==> src/rtl/nic_counter_pkg.sv <==
// Shared constants, NIC counter index names and read-response type for nic_counter_bank.
// Build option NIC_COUNTERS_SATURATE_EN is consumed by nic_counter_cell.
package nic_counter_pkg;

   localparam int NIC_NUM_CNT_DEF   = 8;
   localparam int NIC_CNT_WIDTH_DEF = 64;
   localparam int NIC_INC_WIDTH_DEF = 16;
   localparam int NIC_ID_WIDTH_DEF  = 8;
   localparam int NIC_CNT_WIDTH_MAX = 64;

   typedef enum logic [7:0] {
      CNT_RPC_IN   = 8'd0,
      CNT_RPC_OUT  = 8'd1,
      CNT_PKT_OUT  = 8'd2,
      CNT_PKT_IN   = 8'd3,
      CNT_PDROP_TX = 8'd4,
      CNT_PDROP_RX = 8'd5,
      CNT_BYTE_OUT = 8'd6,
      CNT_BYTE_IN  = 8'd7
   } nic_cnt_id_e;

   // data is sized for the widest counter; narrower banks zero-extend into it
   typedef struct packed {
      logic [NIC_CNT_WIDTH_MAX-1:0] data;
      logic                         ovf;
      logic                         err;
   } nic_rd_rsp_t;

endpackage

==> src/rtl/nic_counter_cell.sv <==
// One statistics counter with sticky overflow flag: add, global clear, clear-on-read reload.
// Defining NIC_COUNTERS_SATURATE_EN makes the counter stick at all-ones instead of wrapping.
module nic_counter_cell
   import nic_counter_pkg::*;
#(
   parameter int CNT_WIDTH = NIC_CNT_WIDTH_DEF,
   parameter int INC_WIDTH = NIC_INC_WIDTH_DEF
) (
   input  logic                 clk,
   input  logic                 reset,
   input  logic                 inc_valid,
   input  logic [INC_WIDTH-1:0] inc_amount,
   input  logic                 clr_all,
   input  logic                 rd_clear,
   output logic [CNT_WIDTH-1:0] cnt,
   output logic                 ovf
);

   logic [CNT_WIDTH-1:0] inc_ext_s;
   logic [CNT_WIDTH:0]   sum_s;
   logic [CNT_WIDTH-1:0] add_res_s;
   logic [CNT_WIDTH-1:0] cnt_r;
   logic                 ovf_r;

   // widen the increment and form the carry-extended sum
   always_comb begin
      inc_ext_s = CNT_WIDTH'(inc_amount);
      sum_s     = {1'b0, cnt_r} + {1'b0, inc_ext_s};
`ifdef NIC_COUNTERS_SATURATE_EN
      add_res_s = sum_s[CNT_WIDTH] ? {CNT_WIDTH{1'b1}} : sum_s[CNT_WIDTH-1:0];
`else
      add_res_s = sum_s[CNT_WIDTH-1:0];
`endif
   end

   // counter and sticky flag; a clear-on-read reloads the pending increment so it is not lost
   always_ff @(posedge clk or posedge reset) begin
      if (reset) begin
         cnt_r <= {CNT_WIDTH{1'b0}};
         ovf_r <= 1'b0;
      end else if (clr_all) begin
         cnt_r <= {CNT_WIDTH{1'b0}};
         ovf_r <= 1'b0;
      end else if (rd_clear) begin
         cnt_r <= inc_valid ? inc_ext_s : {CNT_WIDTH{1'b0}};
         ovf_r <= 1'b0;
      end else if (inc_valid) begin
         cnt_r <= add_res_s;
         ovf_r <= ovf_r | sum_s[CNT_WIDTH];
      end else begin
         cnt_r <= cnt_r;
         ovf_r <= ovf_r;
      end
   end

   assign cnt = cnt_r;
   assign ovf = ovf_r;

endmodule

==> src/rtl/nic_counter_bank.sv <==
// NUM_CNT statistics counters with registered increment stage, read mux and response register.
// Counter wrap vs. saturate is selected by NIC_COUNTERS_SATURATE_EN (see nic_counter_cell).
module nic_counter_bank
   import nic_counter_pkg::*;
#(
   parameter int NUM_CNT   = NIC_NUM_CNT_DEF,
   parameter int CNT_WIDTH = NIC_CNT_WIDTH_DEF,
   parameter int INC_WIDTH = NIC_INC_WIDTH_DEF,
   parameter int ID_WIDTH  = NIC_ID_WIDTH_DEF
) (
   input  logic                         clk,
   input  logic                         reset,
   input  logic [NUM_CNT-1:0]           inc_valid,
   input  logic [NUM_CNT*INC_WIDTH-1:0] inc_amount,
   input  logic                         clr_all,
   input  logic                         rd_req,
   input  logic [ID_WIDTH-1:0]          rd_id,
   input  logic                         rd_clear,
   output logic                         rd_valid,
   output logic [CNT_WIDTH-1:0]         rd_data,
   output logic                         rd_ovf,
   output logic                         rd_err
);

   localparam logic [ID_WIDTH:0] NUM_CNT_ID = (ID_WIDTH+1)'(NUM_CNT);

   logic [NUM_CNT-1:0]           inc_valid_r;
   logic [NUM_CNT*INC_WIDTH-1:0] inc_amount_r;
   logic [CNT_WIDTH-1:0]         cnt_s [NUM_CNT];
   logic [NUM_CNT-1:0]           ovf_s;
   logic [NUM_CNT-1:0]           rd_sel_s;
   logic [NUM_CNT-1:0]           rd_clr_hit_s;
   logic                         rd_in_range_s;
   logic [CNT_WIDTH-1:0]         sel_data_s;
   logic                         sel_ovf_s;
   nic_rd_rsp_t                  rsp_s;
   nic_rd_rsp_t                  rsp_r;
   logic                         rd_valid_r;
   logic                         unused_rsp_s;

   // input stage: events are registered once before reaching the counters
   always_ff @(posedge clk or posedge reset) begin
      if (reset) begin
         inc_valid_r  <= {NUM_CNT{1'b0}};
         inc_amount_r <= {(NUM_CNT*INC_WIDTH){1'b0}};
      end else begin
         inc_valid_r  <= inc_valid;
         inc_amount_r <= inc_amount;
      end
   end

   for (genvar g = 0; g < NUM_CNT; g++) begin : g_cell
      nic_counter_cell #(
         .CNT_WIDTH (CNT_WIDTH),
         .INC_WIDTH (INC_WIDTH)
      ) u_cell (
         .clk        (clk),
         .reset      (reset),
         .inc_valid  (inc_valid_r[g]),
         .inc_amount (inc_amount_r[g*INC_WIDTH +: INC_WIDTH]),
         .clr_all    (clr_all),
         .rd_clear   (rd_clr_hit_s[g]),
         .cnt        (cnt_s[g]),
         .ovf        (ovf_s[g])
      );
   end

   // one-hot read select; out-of-range ids select nothing so they read as zero and clear nothing
   always_comb begin
      rd_in_range_s = ({1'b0, rd_id} < NUM_CNT_ID);
      sel_data_s    = {CNT_WIDTH{1'b0}};
      sel_ovf_s     = 1'b0;
      for (int i = 0; i < NUM_CNT; i++) begin
         rd_sel_s[i]     = rd_in_range_s & (rd_id == ID_WIDTH'(i));
         rd_clr_hit_s[i] = rd_sel_s[i] & rd_req & rd_clear;
         sel_data_s      = sel_data_s | (cnt_s[i] & {CNT_WIDTH{rd_sel_s[i]}});
         sel_ovf_s       = sel_ovf_s | (ovf_s[i] & rd_sel_s[i]);
      end
      rsp_s.data = NIC_CNT_WIDTH_MAX'(sel_data_s);
      rsp_s.ovf  = sel_ovf_s;
      rsp_s.err  = ~rd_in_range_s;
   end

   // response register: one-cycle valid pulse, payload held between reads
   always_ff @(posedge clk or posedge reset) begin
      if (reset) begin
         rd_valid_r <= 1'b0;
         rsp_r      <= {$bits(nic_rd_rsp_t){1'b0}};
      end else if (rd_req) begin
         rd_valid_r <= 1'b1;
         rsp_r      <= rsp_s;
      end else begin
         rd_valid_r <= 1'b0;
         rsp_r      <= rsp_r;
      end
   end

   assign rd_valid     = rd_valid_r;
   assign rd_data      = rsp_r.data[CNT_WIDTH-1:0];
   assign rd_ovf       = rsp_r.ovf;
   assign rd_err       = rsp_r.err;
   assign unused_rsp_s = ^rsp_r.data;

endmodule
==> config.mk <==
export PLATFORM = sky130hd
export DESIGN_NAME = nic_counter_bank
export DESIGN_NICKNAME = d
export VERILOG_FILES = /design/src/rtl/nic_counter_pkg.sv /design/src/rtl/nic_counter_cell.sv /design/src/rtl/nic_counter_bank.sv
export SDC_FILE = /design/constraint.sdc
export NUM_CORES = 2
export LEC_CHECK = 0
export CORE_MARGIN = 4
export CORE_UTILIZATION = 50
export CTS_BUF_LIST = sky130_fd_sc_hd__clkbuf_4 sky130_fd_sc_hd__clkbuf_8
export CTS_CLUSTER_DIAMETER = 50
export DETAILED_ROUTE_END_ITERATION = 16
export GPL_TIMING_DRIVEN = 0
export MAX_ROUTING_LAYER = met4
export PLACE_DENSITY = 0.68
export RECOVER_POWER = 25
export SLEW_MARGIN = 30
export SYNTH_ARGS = -nofsm -noshare
export SYNTH_HDL_FRONTEND = slang
export SYNTH_SLANG_ARGS = --single-unit
==> constraint.sdc <==
create_clock -name clk -period 58.3 [get_ports clk]
set_clock_uncertainty 0.15 [all_clocks]
set_input_delay 5.83 -clock clk [delete_from_list [all_inputs] [get_ports clk]]
set_output_delay 5.83 -clock clk [all_outputs]
set_load 0.005 [all_outputs]
After elaboration in Yosys (flattened, before gate mapping)
Cells that the tools add are included.
{"block": "op_classes", "add_sub_neg": 8, "muxes": 57, "bitwise_logic": 63, "reduce_logical": 9, "n_eq_ne": 7, "n_lt_le_gt_ge": 1}
{"operator": "64-bit 2-to-1 mux", "count": 24}
{"operator": "64-bit by 16-bit adder with 65-bit output", "count": 8}
{"operator": "64-bit bitwise AND", "count": 8}
{"operator": "64-bit bitwise OR", "count": 7}
{"operator": "16-bit 2-to-1 mux", "count": 8}
{"operator": "1-bit bitwise AND", "count": 32}
{"operator": "8-bit by 3-bit equality test with 1-bit output, second input constant", "count": 4}
{"operator": "1-bit 2-to-1 mux", "count": 25}
{"operator": "3-bit nonzero test", "count": 8}
{"operator": "8-bit by 2-bit equality test with 1-bit output, second input constant", "count": 2}
{"operator": "1-bit bitwise OR", "count": 15}
{"operator": "8-bit by 1-bit equality test with 1-bit output, second input constant", "count": 1}
{"operator": "8-bit zero test", "count": 1}
{"operator": "8-bit by 4-bit less-than comparator with 1-bit output, second input constant", "count": 1}
{"operator": "1-bit NOT", "count": 1}
{"block": "word_totals", "input_bits": 149, "word_cells": 167, "ff_bits": 723, "out_inout_bits": 67}

Logic depth before layout (Yosys ltp)
{"block": "depth", "word_depth": 10, "mapped_depth": 12, "depth_no_buf": 11}

By module
Synthesis repeated with hierarchy kept, for this count alone.
{"block": "hier_totals", "cells_unflattened": 4775, "area_unflattened_um2": 44287.5}
{"module": "nic_counter_cell at g_cell[0].u_cell ...", "n_inst": 5, "seq_area_each_um2": 1626.6, "cells_each": 493, "area_per_inst_um2": 4241.6}
{"module": "nic_counter_cell at g_cell[5].u_cell ...", "n_inst": 3, "seq_area_each_um2": 1626.6, "cells_each": 504, "area_per_inst_um2": 4315.4}
{"module": "nic_counter_bank", "n_inst": 1, "seq_area_each_um2": 5079.9, "cells_each": 798, "area_per_inst_um2": 10133.5}

Worst setup path before layout
No wires, ideal clock.
{"block": "synth_path", "path_type": "input to register", "startpoint": "input rd_id[4]", "endpoint": "register g_cell[0].u_cell.cnt_r[62]", "slack_ps": 49864, "setup_ps": 78, "required_ps": 58072, "cell_stages": 8, "arrival_time_ps": 8208, "cell_sequence": "or4_4 -> o41ai_4 -> o21ai_2 -> nor3_4 -> nand2_2 -> a2111oi_4 -> or3b_1 -> a21oi_1"}
{"block": "synth_via", "elab_chain_cells": 6}
{"item": "start: declaration", "line_no": "nic_counter_bank.sv:17", "rtl": "input logic [ID_WIDTH-1:0] rd_id,"}
{"item": "8-bit by 4-bit less-than comparator with 1-bit output / 8-bit zero test (equally long branches)", "line_no": "nic_counter_bank.sv:70, nic_counter_bank.sv:74"}
{"item": "1-bit bitwise AND (*)", "line_no": "nic_counter_bank.sv:74", "rtl": "rd_sel_s[i] = rd_in_range_s & (rd_id == ID_WIDTH'(i));"}
{"item": "1-bit bitwise AND (*) (2 in series)", "line_no": "nic_counter_bank.sv:75", "rtl": "rd_clr_hit_s[i] = rd_sel_s[i] & rd_req & rd_clear;"}
{"item": "64-bit 2-to-1 mux", "line_no": "nic_counter_cell.sv:44", "rtl": "end else if (rd_clear) begin"}
{"item": "64-bit 2-to-1 mux", "line_no": "nic_counter_cell.sv:41", "rtl": "end else if (clr_all) begin"}
{"item": "end signal: assignment", "line_no": "nic_counter_cell.sv:42", "rtl": "cnt_r <= {CNT_WIDTH{1'b0}};"}
{"item": "end signal: assignment", "line_no": "nic_counter_cell.sv:45", "rtl": "cnt_r <= inc_valid ? inc_ext_s : {CNT_WIDTH{1'b0}};"}
{"item": "end signal: assignment", "line_no": "nic_counter_cell.sv:48", "rtl": "cnt_r <= add_res_s;"}
{"item": "end: declaration", "line_no": "nic_counter_cell.sv:22", "rtl": "logic [CNT_WIDTH-1:0] cnt_r;"}
Every way passes the cells marked *; elsewhere a longest branch is shown, timed or not.
A chain may end at the register's enable or synchronous reset.

==> flow_summary_export.csv <==
group,metric,value,unit
grt,met2_usage,0.5401,
clock_tree,hold_buffers,0,
final_layout,final_util,0.5901,
status,violations,"capacitance limit, slew limit",
yosys,synth_seq_cells,723,
final_layout,syn_to_final_growth,16.66,%
pwr,pwr_density_cell,28.19,nW/µm²
timing,rsz0062_at_grt,"false",
yosys,netlist_area,41600,µm²
yosys,syn-num-nets,4732,
detailed_routing,drc,0,
final_layout,instances_no_fill,5989,
grt,grt.total_usage,0.3875,
detailed_routing,wl_per_cell,27.85,µm
yosys,ys.flop_type,"dfrtp_1",
timing,hold_ws,0.3472,ns
die,coreArea,82240,µm²
timing,worst_pin_slew,4.873,ns
place,dpl.hpwl,129100,µm
timing,final_hold_viol_count,0,
yosys,synth_cell_types,82,
grt,met1_usage,0.5434,
pwr,power.leakage,19.61,nW
timing,timing.fmax,81.24,MHz
grt,antenna_found_initial,3,
clock_tree,post-cts-setup-buffers,0,
clock_tree,htreeDepth,4,
yosys,yosys_warnings,0,
place,placedCellCount,5746,
clock_tree,root_buffer,"clkbuf_8",
pwr,vdd_drop_max,0.02579,mV
die,die_area,87870,µm²
timing,fin_crit_sh,0.2111,
timing,setup_viol,0,
clock_tree,clockBufferDepth,3,
grt,grt_first_pass_wirelength,243600,µm
critical_path,endpoint_kind,"async pin",
critical_path,required,57.93,ns
yosys,yosys-top-cells-count,"723 x dfrtp_1, 535 x nor2_1, 390 x nand2_1",
yosys,synth_top_area_frac,0.4350,
yosys,yosysSeqAreaShare,0.4350,
critical_path,path_class,"in2async",
timing,fin_crit,12.31,ns
grt,use_met3,0.08056,
grt,grt_pass1_vias,36450,
yosys,synth-edff-count,0,
detailed_routing,finalWirelength,166800,µm
timing,report.final.slew_viol_count,331,
yosys,syn_inst,4447,
place,io_buffers,214,
die,fp.dieH,296.4,µm
yosys,syn_area_per_cell,9.354,µm²
yosys,yosys.cell_count.top_type,"dfrtp_1",
clock_tree,ctsResizeCount,0,
clock_tree,cts_buffers,140,
timing,tns,0,ns
yosys,yosys-top-cells-area,"dfrtp_1 43%, nor2_1 4.8%, xnor2_1 4.3%",
critical_path,path_max_fanout,88,
timing,slew_headroom,-2.248,
critical_path,arrival,11.94,ns
place,place_congestion,1.032,
detailed_routing,drtIter0Drc,5334,
grt,grt_max_degree,92,
pwr,p_total,1.368,mW
die,start_util,0.5058,
die,row_count,105,
die,ios,216,
critical_path,start_kind,"input port",
yosys,synth_async_sr_flop_share,1.000,
clock_tree,clkLatencyLatePin,0.85,ns
clock_tree,cts_tree,"built",
final_layout,nets,5103,
grt,grt_busiest_layer,"met1",
final_layout,drive_above_1_share,0.08057,
die,die_width,296.4,µm
detailed_routing,ant_nets,0,
status,run_status,"complete, but fails checks",
clock_tree,path_clk_slew,0.06,ns
flow_run,maxCapViolations,4,
grt,grt-ovfl-total,0,
yosys,yosysTopAreaCell,"dfrtp_1",
detailed_routing,vias_per_cell,6.572,
detailed_routing,dr.pass1.iters,9,
detailed_routing,vias,39360,
clock_tree,clock-sinks,723,
worst_hold_path,hp-class,"reg2reg",
power by group:
part	switching [mW]	total, mW	leakage (nW)	internal (mW)
sequential	0.0290	0.553	9.62	0.524
combinational	0.154	0.247	8.38	0.0933
clock	0.235	0.568	1.60	0.333
total	0.418	1.37	19.6	0.950
state kept, by name (all words and copies together) (netlist names):
name	cells
g_cell.u_cell.ovf	8
rd_err	1
inc_amount_r	128
rd_ovf	1
g_cell.u_cell.cnt	512
inc_valid_r	8
rd_data	64
rd_valid	1
worst max-delay path, stage by stage:
cell	delay (ns)
dlygate4sd3_1	0.55
clkinvlp_2	1.86
clkbuf_1	3.50
path summary, 6_finish.rpt:
kind	cells past startpoint	end	from	slack (ns)
worst max-delay path	3	g_cell[0].u_cell.cnt[40]$_DFFE_PP0P_	reset	45.99
worst min-delay path	2	g_cell[1].u_cell.ovf$_DFFE_PP0P_	g_cell[1].u_cell.ovf$_DFFE_PP0P_	0.35
worst max register to register	10	g_cell[7].u_cell.cnt[48]$_DFFE_PP0P_	g_cell[7].u_cell.cnt[12]$_DFFE_PP0P_	54.07
worst min register to register	2	g_cell[1].u_cell.ovf$_DFFE_PP0P_	g_cell[1].u_cell.ovf$_DFFE_PP0P_	0.35
max in group clk	12	g_cell[7].u_cell.cnt[48]$_DFFE_PP0P_	rd_req	48.29
min in group asynchronous	2	g_cell[6].u_cell.cnt[35]$_DFFE_PP0P_	reset	6.26
per-layer routing:
layer  vias to the layer above  routed length [µm]
met1                     19440               69740
met2                      2338               70230
met3                       419               17680
li1                      17160                   -
met5                         -                   0
met4                         0                9152
cells in the final DEF (no fill, tap or decap), drive strengths merged, types with 138 or more instances in the layout:
master       instances
nand2              391
a21oi              206
o21ai              196
dfrtp              723
clkbuf             396
xor2               148
nor2               535
nand3              185
a22oi              142
xnor2              204
dlygate4sd3        138
cell type report:
| class | instances | area (µm²) |
|---|---|---|
| sequential | 723 | 18090 |
| tap | 1070 | 1339 |
| inverter | 106 | 399.1 |
| multi-input combinational | 3398 | 22390 |
| fill | 7310 | 33710 |
| antenna | 4 | 10.01 |
| clock buffer | 204 | 2626 |
| clock inverter | 35 | 466.7 |
| buffer | 220 | 842.1 |
| timing repair buffer | 229 | 2359 |
kinds of logic after synthesis:
kind of cell | count (synthesis) | share of synthesized area
fa+ha+maj | 136 | 0.04235
flops | 723 | 0.4350
simple gates | 1744 | 0.2032
buf+inv | 326 | 0.02945
mux | 131 | 0.04843
xor+xnor | 352 | 0.07412
compound gates | 1035 | 0.1675
metrics by stage:
stage          area (µm²)  worst slack (ns)
6_report            48530             45.99
3_3_place_gp        45080             22.97
5_1_grt             48530             44.66
3_5_place_dp        45480             47.58
2_1_floorplan       41600             32.04
4_1_cts             48580             48.39
Note: power is estimated with default switching activity, not from simulation.
